## config.mk

```make
export PLATFORM = sky130hd
export DESIGN_NAME = btn_autorepeat
export DESIGN_NICKNAME = d
export VERILOG_FILES = /design/src/rtl/btn_pkg.sv /design/src/rtl/btn_chan.sv /design/src/rtl/btn_autorepeat.sv
export SDC_FILE = /design/constraint.sdc
export NUM_CORES = 1
export LEC_CHECK = 0
export CAP_MARGIN = 0
export CORE_ASPECT_RATIO = 1.75
export CORE_MARGIN = 8
export CORE_UTILIZATION = 55
export CTS_BUF_LIST = sky130_fd_sc_hd__clkbuf_8 sky130_fd_sc_hd__clkbuf_16
export DETAILED_ROUTE_END_ITERATION = 10
export PLACE_DENSITY = 0.77
export SETUP_SLACK_MARGIN = 0.3
export SLEW_MARGIN = 20
export SYNTH_ARGS = -nofsm -noshare
export SYNTH_HDL_FRONTEND = slang
export SYNTH_HIERARCHICAL = 1
export SYNTH_SLANG_ARGS = --single-unit
```

## constraint.sdc

```tcl
create_clock -name CLK -period 5.6 [get_ports CLK]
set_input_delay 1.12 -clock CLK [delete_from_list [all_inputs] [get_ports CLK]]
set_output_delay 1.12 -clock CLK [all_outputs]
set_load 0.03 [all_outputs]
```

## src/rtl/btn_pkg.sv

```systemverilog
// ============================================================================
// Module   : btn_pkg
// Purpose  : Shared types and defaults for the button auto-repeat front end.
// Revision : 1.0 - initial release
// ============================================================================
`default_nettype none

package btn_pkg;

    typedef enum logic [1:0] {
        IDLE   = 2'd0,
        HELD   = 2'd1,
        REPEAT = 2'd2
    } btn_state_t;

    localparam int SAMPLE_DIV_50M   = 500000;
    localparam int REPEAT_DELAY_DEF = 50;
    localparam int REPEAT_RATE_DEF  = 10;
    localparam int ACCEL_AFTER      = 8;

    localparam int BTN_CLR = 0;
    localparam int BTN_MIN = 1;
    localparam int BTN_SEC = 2;

    function automatic int max2(input int a, input int b);
        return (a > b) ? a : b;
    endfunction

endpackage

`default_nettype wire

```

## src/rtl/btn_chan.sv

```systemverilog
// ============================================================================
// Module   : btn_chan
// Purpose  : One button channel: synchroniser, 2-sample debounce, press and
//            auto-repeat FSM. Optional macro: BTN_REPEAT_ACCEL_EN.
// Revision : 1.0 - initial release
// ============================================================================
`default_nettype none

module btn_chan
    import btn_pkg::*;
#(
    parameter int REPEAT_DELAY = REPEAT_DELAY_DEF,
    parameter int REPEAT_RATE  = REPEAT_RATE_DEF,
    parameter bit REPEAT_EN    = 1'b1
)(
    input  logic clk,
    input  logic rst,
    input  logic nbin,
    input  logic tick,
    output logic bout,
    output logic level
);

    localparam int CNT_W = $clog2(max2(REPEAT_DELAY, REPEAT_RATE) + 1);
    localparam logic [CNT_W:0] DELAY_C = (CNT_W+1)'(REPEAT_DELAY);
    localparam logic [CNT_W:0] RATE_C  = (CNT_W+1)'(REPEAT_RATE);

    logic [1:0]       sync;
    logic [1:0]       hist;
    logic [1:0]       hist_nxt;
    logic             press_s;
    btn_state_t       state;
    btn_state_t       state_nxt;
    logic [CNT_W-1:0] cnt;
    logic [CNT_W-1:0] cnt_nxt;
    logic [CNT_W:0]   cnt_inc;
    logic [CNT_W:0]   interval;
    logic             bout_nxt;

    assign press_s  = sync[1];
    assign hist_nxt = {hist[0], press_s};
    assign cnt_inc  = {1'b0, cnt} + 1'b1;

    // LEVEL only moves on two agreeing samples, so sub-tick glitches never reach it
    always_ff @(posedge clk) begin
        if (rst) begin
            sync  <= 2'b00;
            hist  <= 2'b00;
            level <= 1'b0;
        end else begin
            sync <= {sync[0], ~nbin};
            if (tick) begin
                hist <= hist_nxt;
                if (hist_nxt == 2'b11)
                    level <= 1'b1;
                else if (hist_nxt == 2'b00)
                    level <= 1'b0;
            end
        end
    end

`ifdef BTN_REPEAT_ACCEL_EN
    localparam logic [CNT_W:0] FAST_C =
        (CNT_W+1)'((REPEAT_RATE / 2 < 1) ? 1 : REPEAT_RATE / 2);
    logic [3:0] accel_cnt;

    // the pulse that enters REPEAT counts as the first repeat
    always_ff @(posedge clk) begin
        if (rst)
            accel_cnt <= 4'd0;
        else if (state_nxt != REPEAT)
            accel_cnt <= 4'd0;
        else if (bout_nxt && accel_cnt != 4'(ACCEL_AFTER))
            accel_cnt <= accel_cnt + 4'd1;
    end

    assign interval = (accel_cnt == 4'(ACCEL_AFTER)) ? FAST_C : RATE_C;
`else
    assign interval = RATE_C;
`endif

    always_ff @(posedge clk) begin
        if (rst) begin
            state <= IDLE;
            cnt   <= '0;
            bout  <= 1'b0;
        end else begin
            state <= state_nxt;
            cnt   <= cnt_nxt;
            bout  <= bout_nxt;
        end
    end

    always_comb begin
        state_nxt = state;
        cnt_nxt   = cnt;
        if (state != IDLE && !level) begin
            state_nxt = IDLE;
            cnt_nxt   = '0;
        end else begin
            case (state)
                IDLE: begin
                    if (level) begin
                        state_nxt = HELD;
                        cnt_nxt   = '0;
                    end
                end
                HELD: begin
                    if (tick) begin
                        if (cnt_inc >= DELAY_C) begin
                            if (REPEAT_EN) begin
                                state_nxt = REPEAT;
                                cnt_nxt   = '0;
                            end else begin
                                cnt_nxt = DELAY_C[CNT_W-1:0];
                            end
                        end else begin
                            cnt_nxt = cnt_inc[CNT_W-1:0];
                        end
                    end
                end
                REPEAT: begin
                    if (tick) begin
                        if (cnt_inc >= interval)
                            cnt_nxt = '0;
                        else
                            cnt_nxt = cnt_inc[CNT_W-1:0];
                    end
                end
                default: begin
                    state_nxt = IDLE;
                    cnt_nxt   = '0;
                end
            endcase
        end
    end

    always_comb begin
        bout_nxt = 1'b0;
        case (state)
            IDLE:    bout_nxt = level;
            HELD:    bout_nxt = level && tick && (cnt_inc >= DELAY_C) && REPEAT_EN;
            REPEAT:  bout_nxt = level && tick && (cnt_inc >= interval);
            default: bout_nxt = 1'b0;
        endcase
    end

endmodule

`default_nettype wire

```

## src/rtl/btn_autorepeat.sv

```systemverilog
// ============================================================================
// Module   : btn_autorepeat
// Purpose  : N_BTN debounced push buttons with press and auto-repeat pulses,
//            sharing one sample-tick divider. Optional macro:
//            BTN_REPEAT_ACCEL_EN.
// Revision : 1.0 - initial release
// ============================================================================
`default_nettype none

module btn_autorepeat
    import btn_pkg::*;
#(
    parameter int               N_BTN        = 3,
    parameter int               SAMPLE_DIV   = SAMPLE_DIV_50M,
    parameter int               REPEAT_DELAY = REPEAT_DELAY_DEF,
    parameter int               REPEAT_RATE  = REPEAT_RATE_DEF,
    parameter logic [N_BTN-1:0] REPEAT_MASK  = 3'b110
)(
    input  logic             CLK,
    input  logic             RST,
    input  logic [N_BTN-1:0] nBIN,
    output logic [N_BTN-1:0] BOUT,
    output logic [N_BTN-1:0] LEVEL,
    output logic             TICK
);

    localparam int               DIV_W    = $clog2(SAMPLE_DIV);
    localparam logic [DIV_W-1:0] DIV_LAST = DIV_W'(SAMPLE_DIV - 1);

    logic [DIV_W-1:0] div;

    always_ff @(posedge CLK) begin
        if (RST)
            div <= '0;
        else if (div == DIV_LAST)
            div <= '0;
        else
            div <= div + 1'b1;
    end

    assign TICK = (div == DIV_LAST);

    for (genvar i = 0; i < N_BTN; i++) begin : g_chan
        btn_chan #(
            .REPEAT_DELAY (REPEAT_DELAY),
            .REPEAT_RATE  (REPEAT_RATE),
            .REPEAT_EN    (REPEAT_MASK[i])
        ) u_chan (
            .clk   (CLK),
            .rst   (RST),
            .nbin  (nBIN[i]),
            .tick  (TICK),
            .bout  (BOUT[i]),
            .level (LEVEL[i])
        );
    end

endmodule

`default_nettype wire

```

==> results of run 1 <==
[cells in the final DEF, fill, tap and decap left out, types with 4 or more instances in the layout]
cell type | Yosys | layout
dfxtp_1 | 51 | 51
nor2_1 | 37 | 37
nand2_1 | 26 | 26
inv_1 | 20 | 21
o21ai_0 | 18 | 18
ha_1 | 16 | 16
xnor2_1 | 15 | 15
nand3_1 | 14 | 14
clkdlybuf4s50_1 | 0 | 11
nor4_1 | 9 | 8
nor3_1 | 7 | 7
a21oi_1 | 7 | 7
nor2b_1 | 7 | 7
xor2_1 | 6 | 6
clkbuf_8 | 0 | 6
nand4_1 | 5 | 5
mux2i_1 | 5 | 5
nand2b_1 | 4 | 4
[registers in the layout, summed over array words and instances, names as in the netlist]
register and cells:
g_chan.u_chan/bout 3, g_chan.u_chan/hist 3, g_chan.u_chan/state 5, g_chan.u_chan/cnt 12, g_chan.u_chan/level 3, g_chan.u_chan/sync 6, div 19
[power by group through the flow]
stage | clock [mW] | sequential (mW) | combinational [mW]
final | 0.217 | 0.373 | 0.0474
after global routing | 0.240 | 0.374 | 0.0533
after CTS | 0.227 | 0.373 | 0.0473
after detailed placement | 0 | 0.382 | 0.0468
after global placement | 0 | 0.381 | 0.0463
after floorplan | 0 | 0.380 | 0.0375
[kinds of logic after synthesis]
group	count (synthesis)	synth area share
AO/OA/AOI/OAI	46	0.143
multiplexers	5	0.0188
XOR/XNOR	21	0.0690
adder cells (fa/ha/maj)	16	0.0751
AND/OR/NAND/NOR	132	0.267
buffers and inverters	26	0.0441
flip-flops	51	0.383
[layout make-up]
cell class / count / area, um2 / area share
clock inverter: 2 / 12.5 / 0.00430
timing repair buffer: 12 / 118 / 0.0404
multi-input combinational: 220 / 1530 / 0.528
sequential: 51 / 1020 / 0.351
inverter: 20 / 75.1 / 0.0258
clock buffer: 6 / 82.6 / 0.0284
tap: 52 / 65.1 / 0.0224
[path summary, 6_finish.rpt]
check                                  to                 startpoint  cells past startpoint  slack (ps)
hold / removal      g_chan[0].u_chan/bout  g_chan[0].u_chan/state[0]                      1         380
setup / recovery                     TICK                     div[0]                      5        1980
setup reg to reg  g_chan[2].u_chan/cnt[3]                     div[0]                      9        3170
hold reg to reg     g_chan[0].u_chan/bout  g_chan[0].u_chan/state[0]                      1         380
[layer usage]
layer / GRT usage / vias to the layer above
li1: - / 1063
met4: 0.0781 / 0
met1: 0.152 / 967
met2: 0.257 / 26
met5: 0 / -
met3: 0.0321 / 11
==> summary.md, run 1 <==
| Metric | Value |
|---|---|
| Mapped cell area | about 2700 um2 |
| Worst vdd ir | 0.174 mV |
| CP top delay family | buffers and inverters |
| Clock latency on the worst-skew pair | 300 ps |
| Port buffer count | 11 |
| Largest net degree at the start of global routing | 26 |
| Routed Antenna Nets | 0 |
| Setup_tns | 0 ps |
| Fin crit period | about 3600 ps |
| Postcts setup bufs | 0 |
| CP max FO | 14 |
| Post-synth ARST share | 0 |
| Cts repair resizes | 0 |
| Worst-path cell chain | ha_1, nand4_2, nor4_2, buf_4, clkdlybuf4s50_1 |
| WHS | roughly 380 ps |
| Root buf cell | clkbuf_8 |
| Vias in the first global route | around 2000 |
| Post-Place Worst Slack | between 2000 and 2500 ps |
| Critical Path AT | approximately 2500 ps |
| Max incr delay on CP | 710 ps |
| Power Dens Cells | 219 nW/um2 |
| Diode count | 0 |
| GRT Total Usage | 0.146 |
| Share of cells above drive strength 1 | 0.103 |
| Slew Viols, Final | 0 |
| Chip width | 68.6 um |
| Fmax | about 280 MHz |
| Cells after Synth | ~300 |
| Hold Vio Cnt, Final | 0 |
| Clock group share of total power | 0.340 |
| Wire length per cell | roughly 14 um |
| Number of core rows | 33 |
| Register bit total from synthesis | between 50 and 60 |
| Top post-synthesis cells by count | dfxtp_1 (51), nor2_1 (37), nand2_1 (26), inv_1 (20), o21ai_0 (18) |
| Status | completed |
| Pwr Total | ~640 uW |
| Top sig layer | met4 |
| H-tree lvl count | 2 |
| CTS tree | built |
| Area of the core | 4670 um2 |
| Slowest-stage cell, CP | clkdlybuf4s50_1 |
| Final wirelength | just under 5000 um |
| Top cell type's share of synthesized area | 0.383 |
| Yosys top cell by area | dfxtp_1 |
| Routed vias/inst | around 5.7 |
| Num CTS Buffers | 5 |
| Max Clock Skew | 13.8 ps |
| Final WS setup | between 1500 and 2000 ps |
| Synth top area cells | dfxtp_1 (38%), ha_1 (7.5%), nor2_1 (5.2%) |
| Final Wtd Congestion | 0.867 |
| Required @ worst endpoint | 4480 ps |
| Reg clk slew, reported paths | approximately 90 ps |
| Final setup viols | 0 |
| Die Ht | 108 um |
| Filler Cell Count | around 410 |
| Placed cells | roughly 360 |
| Initial antenna violation count | 0 |
| Least-Margin Pin Slew | about 940 ps |
| Slew HR | 0.368 |
| Drt pass-1 iters | 4 |
| Met1 Wirelength | 2020 um |
| Final core utilization | 0.623 |
| Final Cycle Share | 0.647 |
| Total of max-cap violations | 0 |
| Area after DPL | between 2000 and 3000 um2 |
| Starting Density | 0.571 |
| Post-cts hold buffer count | 0 |
| Internal power | ~500 uW |
| Leak Pwr | around 1.1 nW |
| Count leader, synth | dfxtp_1 |
| Met3 wire length | between 100 and 150 um |
| Sink Count | approximately 50 |
| Seq pwr share | 0.586 |
| DP Wirelength | 3680 um |
| Die ar. | 7420 um2 |
| RSZ-0062 raised after global routing | false |
| Switching fraction of total power | 0.238 |
| Final nets | 331 |
| P&R area growth vs syn | 9.06% |
| Synthesized area per cell | 8.98 um2 |
| Met2 Wirelength | roughly 2700 um |
| GR Overflow Total | 0 |
| Ports | 12 |
| P_sw | around 150 uW |
| Clk buf depth | 2 |
| Post-synth EDFFs | 0 |
| Synthesis Warnings | 6 |
| Post-synthesis sequential area ratio | 0.383 |
| CP Buf/Inv Count | 2 |
| Finished Layout Cells | ~360 |
| Crit path kind | reg -> out |
| Combinational Power Share | 0.074 |
| Most used DFF post-synth | dfxtp_1 |
| Synthesized net count | 318 |
| DRC | 0 |
| Library cells used by synthesis | 43 |
| Nature of the critical path endpoint | output port |
| DRT iter0 DRCs | approximately 120 |
| Crit start category | flop |
| First-pass GRT wire length | about 8600 um |
| Hold Path Class | reg -> reg |
| Routed vias | ~2100 |
| Design Area, Final | 2910 um2 |
Note: power is estimated with default switching activity, not from simulation.
==> run 2, diff against run 1 <==
==> constraint.sdc (replaced) <==
create_clock -name CLK -period 3.7 [get_ports CLK]
set_input_delay 0.74 -clock CLK [delete_from_list [all_inputs] [get_ports CLK]]
set_output_delay 0.74 -clock CLK [all_outputs]
set_load 0.03 [all_outputs]
==> run 2 against run 1 <==
- cell area grew 0.34%
- largest power group unchanged
- highest routed layer unchanged
- sequential power grew 51%
- clock-buffer cell count shrank 1
- non-clock buffer count grew 1
- global-route usage grew 0.26 points
- first-iteration DRC count shrank 31%
- critical endpoint unchanged
==> summary.md, run 2 (synthesis results as in run 1) <==
| Metric | Value |
|---|---|
| Biggest register | div (unchanged) |
| Pwr Total | 977 uW (was 638 uW) |
| Largest registers | div: 19 flops, g_chan.u_chan/cnt: 12 flops, g_chan.u_chan/sync: 6 flops (unchanged) |
| Fin crit period | around 3100 ps |
| GR Overflow Total | 0 (unchanged) |
| Final Wtd Congestion | 0.910 (was 0.867) |
| Leak Pwr | 1.11 nW (about the same) |
| Starting Density | 0.571 (unchanged) |
| GRT Total Usage | 0.149 (was 0.146) |
| Num CTS Buffers | 5 (unchanged) |
| Wire length per cell | 13.7 um (was 13.6 um) |
| Routed vias/inst | 5.75 (was 5.69) |
| Final Cycle Share | 0.849 |
| Initial antenna violation count | 0 (unchanged) |
| Power Dens Cells | 335 nW/um2 (was 219 nW/um2) |
| Final setup viols | 0 (unchanged) |
| Most common cell after layout, fill and taps aside | dfxtp_1 (unchanged) |
| Least-Margin Pin Slew | 985 ps (was 944 ps) |
| Final core utilization | 0.625 (was 0.623) |
| Worst vdd ir | 0.284 mV (was 0.174 mV) |
| Required @ worst endpoint | 2960 ps (was 4480 ps) |
| Status | completed (unchanged) |
| Share of cells above drive strength 1 | 0.109 (was 0.103) |
| H-tree lvl count | 2 (unchanged) |
| P&R area growth vs syn | 9.43% (was 9.06%) |
| Routed vias | 2092 (was 2067) |
| Cts repair resizes | 0 (unchanged) |
| Port buffer count | 11 (unchanged) |
| Diode count | 0 (unchanged) |
| GRT met3 Usage | 0.0290 (was 0.0321) |
| RSZ-0062 raised after global routing | false (unchanged) |
| Routed Antenna Nets | 0 (unchanged) |
| GR met2 Demand/Resource | 0.273 (was 0.257) |
| GRT busiest layer | met2 (unchanged) |
| Total of max-cap violations | 0 (unchanged) |
| Die ar. | 7420 um2 (unchanged) |
| Crit path kind | reg -> out (unchanged) |
| Slew HR | 0.341 (was 0.368) |
| Clock latency on the worst-skew pair | 310 ps (was 300 ps) |
| Ports | 12 (unchanged) |
| Chip width | 68.6 um (unchanged) |
| Sink Count | 51 (unchanged) |
| Post-cts hold buffer count | 0 (unchanged) |
| Die Ht | 108 um (unchanged) |
| Area of the core | 4670 um2 (unchanged) |
| Number of core rows | 33 (unchanged) |
| CP max FO | 5 (was 14) |
| Final nets | 332 (was 331) |
| Hold Vio Cnt, Final | 0 (unchanged) |
| Nature of the critical path endpoint | output port (unchanged) |
| Fmax | between 300 and 400 MHz |
| Slew Viols, Final | 0 (unchanged) |
| Vias in the first global route | 2087 (was 1988) |
| Critical Path AT | 2400 ps (was 2500 ps) |
| Number of flip-flops under the largest register name | 19 (unchanged) |
| CTS tree | built (unchanged) |
| Root buf cell | clkbuf_8 (unchanged) |
| DRC | 0 (unchanged) |
| GR Util met1 | 0.153 (was 0.152) |
| Crit start category | flop (unchanged) |
| Reg clk slew, reported paths | 100 ps (was 90 ps) |
| DRT iter0 DRCs | 81 (was 118) |
| Clk buf depth | 2 (unchanged) |
| DP Wirelength | 3750 um (was 3680 um) |
| Most frequent cells in the layout | dfxtp_1 (51), nor2_1 (37), nand2_1 (26), inv_1 (20), o21ai_0 (18) (was dfxtp_1 (51), nor2_1 (37), nand2_1 (26), inv_1 (21), o21ai_0 (18)) |
| Largest net degree at the start of global routing | 21 (was 26) |
| Final wirelength | 4980 um (was 4950 um) |
| Hold Path Class | reg -> reg (unchanged) |
| Max Clock Skew | 10.5 ps (was 13.8 ps) |
| First-pass GRT wire length | 8880 um (was 8600 um) |
| Setup_tns | 0 ps (unchanged) |
| Drt pass-1 iters | 4 (unchanged) |
| Postcts setup bufs | 0 (unchanged) |
==> run 2: cell count changes in the layout (fill, tap and decap cells not counted) <==
| cell | change |
|---|---|
| clkbuf_8 | -1 |
| inv_8 | +1 |
| inv_1 | -1 |
| clkinv_4 | +1 |
| buf_4 | +1 |
==> run 2: area by class of cell <==
type / instances / area (um2)
sequential: 51 / 1020
multi-input combinational: 220 / 1530
timing repair buffer: 13 / 125
inverter: 20 / 75.1
clock buffer: 5 / 68.8
clock inverter: 3 / 28.8
fill: 423 / 1750
tap: 52 / 65.1
==> run 2: worst max-delay path: stages (launching register included) <==
cell	delay, ps
dfxtp_1	370
nor4_1	330
nand4_1	250
nor4_2	410
clkdlybuf4s50_1	740
==> run 2: per-stage QoR <==
stage,hold slack (ps),cells,worst slack (ps),cell area [um2]
floorplan,368,297,638,2670
global placement,370,356,959,2820
detailed placement,371,356,919,2820
CTS,387,364,554,2920
global route,396,364,386,2920
finish,386,364,559,2920
==> run 2: worst paths after layout <==
path | start | end | slack (ps) | cells past startpoint
min reg2reg | g_chan[0].u_chan/state[0] | g_chan[0].u_chan/bout | 390 | 1
min | g_chan[0].u_chan/state[0] | g_chan[0].u_chan/bout | 390 | 1
max reg2reg | div[12] | g_chan[2].u_chan/cnt[3] | 1150 | 9
max | div[12] | TICK | 560 | 4
==> run 2: report_power, final <==
| group | internal, mW | total [mW] | switching (mW) |
|---|---|---|---|
| Clock | 0.140 | 0.340 | 0.199 |
| Sequential | 0.557 | 0.565 | 0.00747 |
| Combinational | 0.0282 | 0.0727 | 0.0444 |
| Total | 0.726 | 0.977 | 0.251 |
==> run 2: layer usage <==
metal	vias to the layer above	share of wire	routed length (um)
li1	1071	-	-
met1	986	0.40	2000
met2	27	0.55	2760
met3	8	0.028	140
met4	0	0.017	84
met5	-	0	0
